## config.mk

```make
export PLATFORM = sky130hd
export DESIGN_NAME = neuronio_mac
export DESIGN_NICKNAME = d
export VERILOG_FILES = /design/src/rtl/neuronio_pkg.sv /design/src/rtl/neuronio_mac_sat_add32.sv /design/src/rtl/neuronio_mac.sv
export SDC_FILE = /design/constraint.sdc
export NUM_CORES = 1
export LEC_CHECK = 0
export CAP_MARGIN = 20
export CORE_AREA = 2 2 99 101
export CTS_BUF_LIST = sky130_fd_sc_hd__clkbuf_8 sky130_fd_sc_hd__clkbuf_16
export DETAILED_ROUTE_END_ITERATION = 10
export DIE_AREA = 0 0 101 103
export HOLD_SLACK_MARGIN = 0.08
export PLACE_DENSITY = 0.88
export SLEW_MARGIN = 30
export SYNTH_ARGS = -nofsm -noshare
export SYNTH_HDL_FRONTEND = slang
export SYNTH_SLANG_ARGS = --single-unit
export TNS_END_PERCENT = 100
```

## constraint.sdc

```tcl
create_clock -name iClk -period 7.8 [get_ports iClk]
set_input_delay 0.78 -clock iClk [delete_from_list [all_inputs] [get_ports iClk]]
set_output_delay 0.78 -clock iClk [all_outputs]
set_load 0.02 [all_outputs]
```

## src/rtl/neuronio_pkg.sv

```systemverilog
// Shared constants, state encoding and saturation helper for the neuronio MAC core.
package neuronio_pkg;

  localparam int ACC_W    = 32;
  localparam int IN_W     = 8;
  localparam int FRAC_IN  = 5;
  localparam int FRAC_ACC = 20;

  localparam logic [ACC_W-1:0] SAT_MAX = 32'h7FFF_FFFF;
  localparam logic [ACC_W-1:0] SAT_MIN = 32'h8000_0000;

  typedef enum logic [1:0] {
    IDLE = 2'd0,
    ACC  = 2'd1,
    HOLD = 2'd2
  } state_e;

  // Clamp a 33-bit signed sum to the 32-bit range; overflow shows as bit32 != bit31.
  function automatic logic [ACC_W-1:0] sat32(input logic [ACC_W:0] sum);
    if (sum[ACC_W] != sum[ACC_W-1]) begin
      if (sum[ACC_W]) begin
        return SAT_MIN;
      end else begin
        return SAT_MAX;
      end
    end else begin
      return sum[ACC_W-1:0];
    end
  endfunction

endpackage

```

## src/rtl/neuronio_mac_sat_add32.sv

```systemverilog
// Combinational 32-bit signed saturating adder used by the neuron accumulator.
module sat_add32
  import neuronio_pkg::*;
(
  input  logic [ACC_W-1:0] a,
  input  logic [ACC_W-1:0] b,
  output logic [ACC_W-1:0] y
);

  logic [ACC_W:0] sum_s;

  assign sum_s = {a[ACC_W-1], a} + {b[ACC_W-1], b};
  assign y     = sat32(sum_s);

endmodule

```

## src/rtl/neuronio_mac.sv

```systemverilog
// Sequential MAC neuron: streams N_IN Q3.5 x/w pairs, adds a Q3.5 bias and
// presents a saturated Q12.20 pre-activation word under a valid/ready handshake.
module neuronio_mac
  import neuronio_pkg::*;
#(
  parameter int N_IN = 4
) (
  input  logic              iClk,
  input  logic              iRst_n,
  input  logic              iStart,
  input  logic [IN_W-1:0]   iBias,
  input  logic [IN_W-1:0]   iX,
  input  logic [IN_W-1:0]   iW,
  input  logic              iValid,
  output logic              oReady,
  output logic [ACC_W-1:0]  oA,
  output logic              oValid,
  input  logic              iReady,
  output logic              oBusy
);

  localparam int CNT_W = $clog2(N_IN + 1);

  state_e                state_r;
  state_e                state_nxt_s;
  logic [ACC_W-1:0]      acc_r;
  logic [CNT_W-1:0]      cnt_r;
  logic                  beat_s;
  logic                  last_s;
  logic signed [15:0]    prod_s;
  logic [ACC_W-1:0]      addend_s;
  logic [ACC_W-1:0]      bias_ext_s;
  logic [ACC_W-1:0]      sum_s;

  assign beat_s = iValid && (state_r == ACC);
  assign last_s = (cnt_r == CNT_W'(N_IN - 1));
  assign prod_s = $signed(iX) * $signed(iW);

  // Q6.10 product and Q3.5 bias realigned to the Q12.20 accumulator.
  assign addend_s   = {{6{prod_s[15]}}, prod_s, 10'b0};
  assign bias_ext_s = {{9{iBias[IN_W-1]}}, iBias, 15'b0};

  sat_add32 u_sat_add (
    .a (acc_r),
    .b (addend_s),
    .y (sum_s)
  );

  // State register.
  always_ff @(posedge iClk or negedge iRst_n) begin
    if (!iRst_n) begin
      state_r <= IDLE;
    end else begin
      state_r <= state_nxt_s;
    end
  end

  // Next-state decode; iStart only matters in IDLE, iReady only in HOLD.
  always_comb begin
    state_nxt_s = state_r;
    case (state_r)
      IDLE: begin
        if (iStart) begin
          state_nxt_s = ACC;
        end else begin
          state_nxt_s = IDLE;
        end
      end
      ACC: begin
        if (beat_s && last_s) begin
          state_nxt_s = HOLD;
        end else begin
          state_nxt_s = ACC;
        end
      end
      HOLD: begin
        if (iReady) begin
          state_nxt_s = IDLE;
        end else begin
          state_nxt_s = HOLD;
        end
      end
      default: state_nxt_s = IDLE;
    endcase
  end

  // Accumulator and beat counter; acc is left untouched through HOLD and IDLE.
  always_ff @(posedge iClk or negedge iRst_n) begin
    if (!iRst_n) begin
      acc_r <= '0;
      cnt_r <= '0;
    end else if ((state_r == IDLE) && iStart) begin
      acc_r <= bias_ext_s;
      cnt_r <= '0;
    end else if (beat_s) begin
      acc_r <= sum_s;
      cnt_r <= cnt_r + CNT_W'(1);
    end else begin
      acc_r <= acc_r;
      cnt_r <= cnt_r;
    end
  end

  assign oReady = (state_r == ACC);
  assign oValid = (state_r == HOLD);
  assign oBusy  = (state_r != IDLE);
  assign oA     = acc_r;

endmodule

```

==> summary.txt <==
Route
  – Post-Route WL: 11700 µm
  – Per-cell routed wire length: 15.4 µm
  – ANT nets after route: 0
  – # DRC: 0
  – Initial DRC count: 202
  – Via count: between 4000 and 5000
  – Vias/cell: around 5.7
  – Pre-antenna DRT Iters: 5

Global routing
  – Total grt overflow: 0
  – First-pass GRT wire length: between 15000 and 20000 µm
  – Vias in the first global route: 4247
  – GR Util All Layers: a little under a quarter
  – Largest net degree at the start of global routing: 29
  – Initial antenna violation count: 0

Layout
  – ANT cells: 0
  – Finished Core Util: between 60% and 70%
  – Area delta synth->final: 16.6%
  – Most frequent cells in the layout: inv_1, clkdlybuf4s50_1, fa_1
  – Nets: a little under 800
  – Leading cell type in the layout, fill and taps excluded: inv_1
  – Share of layout cells above drive strength 1: under 10%

Floorplan
  – Core area: 9460 µm²
  – Initial Util: between 50% and 60%
  – Die area: around 10000 µm²
  – I/O Pins: between 60 and 70
  – Num rows: 36
  – Die Wd: 101 µm
  – Die Span Y: 103 µm

Run status
  – Status: finished clean

Timing
  – Final hold violations: 0
  – Fmax: between 100 and 150 MHz
  – Setup_tns: 0 ps
  – Final Max Tran Viols: 0
  – Relative slew slack: 48.4%
  – Skew final: about 4.5 ps
  – Hold WS: ~510 ps
  – Least-Margin Pin Slew: just under 800 ps
  – Final period utilization: a little over nine tenths
  – Finish-stage setup viols: 0
  – Final worst slack: between 300 and 400 ps
  – Tmin final: about 7500 ps

Hold path
  – Worst hold path class: reg -> reg
  – Hold endpoint: cnt_r[0]
  – Worst hold path depth: 1
  – Min-delay src: cnt_r[0]

Worst setup path
  – Required time worst endpoint: slightly below 8000 ps
  – Critical Path AT: around 7600 ps
  – CP peak stage delay: between 600 and 700 ps
  – Largest fanout on the critical path: 8
  – Reg2reg end: oA[28]
  – Crit Path Category: in -> reg
  – FF-to-FF Start: oA[10]
  – Setup crit start kind: input pin
  – R2r setup slk: roughly 4700 ps
  – Crit path max-delay cell type: fa_1
  – Crit path capture type: flop
  – Worst R2R Path Depth: 11

Place
  – GP Congestion: a little under 1
  – Setup Slack @ Placement: roughly 35 ps
  – HPWL after detailed placement: 9780 µm
  – Buffers on Ports: 63

Clock network
  – Skew-Pair Late Insertion Delay: about 280 ps
  – Clock Path Buffers: 2
  – Number of H-tree levels: 1
  – CTS tree: done
  – Root Driver: clkbuf_8
  – Clock slew at reported path FFs: ~100 ps
  – Hold buffer count at CTS: 0
  – CTS sink cnt: 28
  – Inserted Clock Buffers: 3

Synthesis
  – Yosys reg bits: 28
  – Synth Instances: 583
  – Warnings from Yosys: 0
  – Syn Nets: 722
  – Sequential fraction of the synthesis area: approximately 14%
  – Synth Cell Area: about 5000 µm²
  – Synth async-reset ratio: 100%
  – Avg Inst Size Synth: 8.62 µm²
  – Most used flip-flop cell after synthesis: dfrtp_1
  – Number of synthesized flops with an enable pin: 0
  – Netlist cell types: 54

Job
  – Maxcap violations: 0
==> cells by family (layout without fill, tap and decap cells) <==
logic type	count (synthesis)	in the layout	synth area share, %
flip-flops	28	28	13.9
AO/OA/AOI/OAI	137	137	17.6
multiplexers	4	4	1.17
AND/OR/NAND/NOR	158	158	16.5
buffers and inverters	113	171	9.17
XOR/XNOR	33	33	5.90
adder cells (fa/ha/maj)	110	110	35.8
==> what timing repair did <==
| item | 4_1_cts | 5_1_grt |
|---|---|---|
| gates resized for setup | 0 | 4 |
| hold endpoints to repair | 0 | 0 |
| endpoints found under the setup margin | 0 | 17 |
| setup buffers | 0 | 1 |
==> flip-flops by register name, indices dropped and copies added, names as in the netlist <==
| name | count |
|---|---|
| state_r | 2 |
| oA | 23 |
| cnt_r | 3 |
==> worst max path at each step <==
stage | end | depth (start not counted) | from | slack (ps)
floorplan | oA[12] | 25 | iW[4] | 1010
global placement | oA[26] | 27 | iW[4] | 210
detailed placement | oA[30] | 27 | iW[4] | 30
CTS | oA[30] | 26 | iX[0] | 220
global route | oA[25] | 27 | iX[1] | -10
finish | oA[28] | 25 | iW[3] | 350
==> worst max-delay path: cells and delay by family <==
family,cells,cell delay (ps)
XOR/XNOR,1,180
buffers and inverters,6,1070
adder cells (fa/ha/maj),6,2980
AND/OR/NAND/NOR,5,1040
AO/OA/AOI/OAI,6,1220
multiplexers,1,310
==> synth_stat cells, drive strengths merged, types with 2 or more instances <==
cell    number  area, µm²
inv         97        364
fa          56       1120
ha          54        676
and2        48        300
o21ai       42        210
nand2       40        153
a21oi       33        176
dfrtp       28        701
nor2        25       98.8
xnor2       23        201
nor2b       13       81.3
a21o        11       82.6
buf         11       77.6
o22ai       10       62.6
xor2        10       95.1
a22oi        6       45.0
nand3        6       30.0
nor3         6       30.0
clkbuf       5       18.8
a31oi        4       25.0
nand2b       4       25.0
or3          4       25.0
a211oi       3       22.5
a31o         3       26.3
a32o         3       30.0
a41oi        3       26.3
nand4        3       18.8
o211ai       3       22.5
o21bai       3       22.5
or2          3       18.8
a211o        2       17.5
and3         2       12.5
and4         2       17.5
mux2         2       26.3
mux2i        2       32.5
o21a         2       15.0
o31a         2       17.5
o41ai        2       36.3
==> through the flow <==
stage	cells	cell area, µm²
after floorplan	583	5020
after global placement	750	5750
after detailed placement	750	5750
after CTS	754	5820
after global routing	755	5860
final	755	5860
==> layout make-up <==
class                   count  area, µm²
clock buffers               3       41.3
clock inverters             1       30.0
fillers                   773       3600
inverters                  97        364
multi-input cells         442       3880
flip-flops and latches     28        701
well taps                 114        143
repair buffers             70        696
==> layer usage <==
metal	vias to the layer above	wire length, µm	global-route usage [%]
li1	2065	-	-
met1	2110	5000	30.8
met5	-	0	0
met3	12	405	1.69
met2	102	6100	41.3
met4	0	155	4.16
Power is left out: the tool's default activity adds up to more than one toggle a clock period on the data nets, which glitch-free logic cannot reach.
==> RTL edit: new RTL, same flow settings <==
Encoding of `state_e`: now one-hot (3 bits for 3 states).
--- a/src/rtl/neuronio_pkg.sv
+++ b/src/rtl/neuronio_pkg.sv
@@ -9,10 +9,10 @@
   localparam logic [ACC_W-1:0] SAT_MAX = 32'h7FFF_FFFF;
   localparam logic [ACC_W-1:0] SAT_MIN = 32'h8000_0000;
 
-  typedef enum logic [1:0] {
-    IDLE = 2'd0,
-    ACC  = 2'd1,
-    HOLD = 2'd2
+  typedef enum logic [2:0] {
+    IDLE = 3'b001,
+    ACC  = 3'b010,
+    HOLD = 3'b100
   } state_e;
 
   // Clamp a 33-bit signed sum to the 32-bit range; overflow shows as bit32 != bit31.
Formal check against the unedited RTL: no difference found for any inputs over 10 cycles, from zero or initial values and one cycle with iRst_n low; not proved beyond that.
==> RTL edit against the unedited design <==
Worst setup slack gained 0.077 ns; synthesized cell count grew 2.7%; cell area is 2.4% higher; routed wire length rose by 3.3%; sequential share of layout area is 0.16 points higher; count of clock-buffer cells in the layout up 3; critical path depth grew 1; sequential cell count increased by 1; synthesized area is 2.4% higher.
Power is left out: the tool's default activity adds up to more than one toggle a clock period on the data nets, which glitch-free logic cannot reach.
==> RTL edit: results (changes against the unedited design) <==
Synth warnings = 0 (unchanged)
Pin count of the biggest net entering global routing = 30 (+3.4%)
FF-to-FF path depth = 11 (unchanged)
Most frequent cells after synthesis = inv_1, fa_1, ha_1
H-tree depth = 2 (+1)
Critical path's slowest cell = clkdlybuf4s50_1
Vias per Instance = 5.70 (+0.42%)
Iter 0 DRT Violations = 230 (+14%)
Place WS = -0.0589 ns (-0.0934 ns)
Post-DP HPWL = 10.2 mm (+4.6%)
Yosys cell types = 61 (+13%)
Setup bufs post-CTS = 0 (unchanged)
Worst Skew = 0.00898 ns (+0.00447 ns)
Drt total wl = 12.0 mm (+3.3%)
Placed instance count = 768 (+2.4%)
Final Wtd Congestion = 0.939 (-3.3%)
Nets = 800 (+2.4%)
CP startpoint = iW[4]
Outcome = finished clean
Number of global-route vias before repair = 4467 (+5.2%)
Register area share after synthesis = 0.141 (+0.00189)
Syn_area_per_cell = 8.59 um^2 (-0.37%)
Overall routing resource usage = 0.241 (+0.0122)
Register-to-Register Setup Slack = 4.82 ns (+0.15 ns)
Main flop type after synthesis = dfrtp_1
Top cells by area, synth = fa_1, dfrtp_1, ha_1
First-pass GRT wire length = 20.1 mm (+3.7%)
Capture point of the worst path = oA[13]$_DFFE_PN0P_
Least-Margin Pin Slew = 0.876 ns (+0.104 ns)
Arrival @ worst endpoint = 7.55 ns (-0.05 ns)
Max incr delay on CP = 0.57 ns (-0.06 ns)
Synthesized net count = 738 (+2.2%)
Clk slew on worst S/H paths = 0.07 ns (-0.03 ns)
Share of layout cells above drive strength 1 = 0.0559 (+0.0122)
Final Non-Filler Cells = 776 (+2.8%)
Total CTS buffers = 5 (+2)
==> RTL edit: changes by cell type in the layout (fill, tap and decap cells not counted), sizes merged, moves of 5 or more <==
cell	delta
nand2	+9
o21a	+5
buf	+5
and2	+6
o21ai	-9
o22ai	-8
a21oi	+5
a211oi	+6
==> RTL edit: timing repair <==
item,CTS,global route
hold buffers,0,0
endpoints found under the setup margin,0,21
gates resized for setup,0,2
==> RTL edit: kinds of logic (layout without fill, tap and decap cells) <==
group                      after synthesis  in the layout  synth area share
and+or+nand+nor                        172            172             0.175
AOI/OAI and AO/OA                      137            137             0.179
xor gates and xnor gates                31             31            0.0528
muxes                                    2              2           0.00414
adders and majority gates              110            110             0.349
buffers and inverters                  118            181            0.0985
DFF                                     29             29             0.141
==> RTL edit: through the flow <==
stage / util / cell area (um^2) / hold slack [ns] / setup TNS [ns]
final: 0.634 / 6000 / 0.500 / 0
after CTS: 0.633 / 5980 / 0.502 / 0
after floorplan: - / 5140 / 0.454 / 0
after global routing: 0.634 / 6000 / 0.518 / 0
after detailed placement: 0.620 / 5870 / 0.495 / -0.217
after global placement: 0.620 / 5870 / 0.468 / 0
==> RTL edit: how the worst min path moves through the flow <==
stage | from | endpoint | slack (ns) | depth (start not counted)
4_1_cts | cnt_r[0]$_DFFE_PN0P_ | cnt_r[0]$_DFFE_PN0P_ | 0.50 | 1
3_3_place_gp | cnt_r[0]$_DFFE_PN0P_ | cnt_r[0]$_DFFE_PN0P_ | 0.47 | 1
5_1_grt | cnt_r[0]$_DFFE_PN0P_ | cnt_r[0]$_DFFE_PN0P_ | 0.52 | 1
6_report | cnt_r[0]$_DFFE_PN0P_ | cnt_r[0]$_DFFE_PN0P_ | 0.50 | 1
2_1_floorplan | cnt_r[0]$_DFFE_PN0P_ | cnt_r[0]$_DFFE_PN0P_ | 0.45 | 1
3_5_place_dp | cnt_r[0]$_DFFE_PN0P_ | cnt_r[0]$_DFFE_PN0P_ | 0.49 | 1
==> RTL edit: cell type report <==
| cell class | instances | area [um^2] |
|---|---|---|
| multi-input cells | 452 | 3920 |
| repair buffers | 75 | 721 |
| well taps | 114 | 143 |
| fillers | 791 | 3460 |
| flip-flops and latches | 29 | 727 |
| clock buffers | 6 | 82.6 |
| clock inverters | 2 | 33.8 |
| inverters | 98 | 368 |
==> RTL edit: metal layers <==
layer | up-vias | wire length (um) | GRT usage
met5 | - | 0 | 0
met4 | 0 | 361 | 0.0800
met3 | 33 | 377 | 0.0332
met2 | 105 | 6200 | 0.429
met1 | 2181 | 5100 | 0.304
li1 | 2108 | - | -
==> RTL edit: critical path: cells and delay by family <==
kind            cells  cell delay (ns)
buf+inv             6             0.95
xor+xnor            1             0.37
compound gates      8             1.78
fa+ha+maj           6             2.74
simple gates        5             0.92
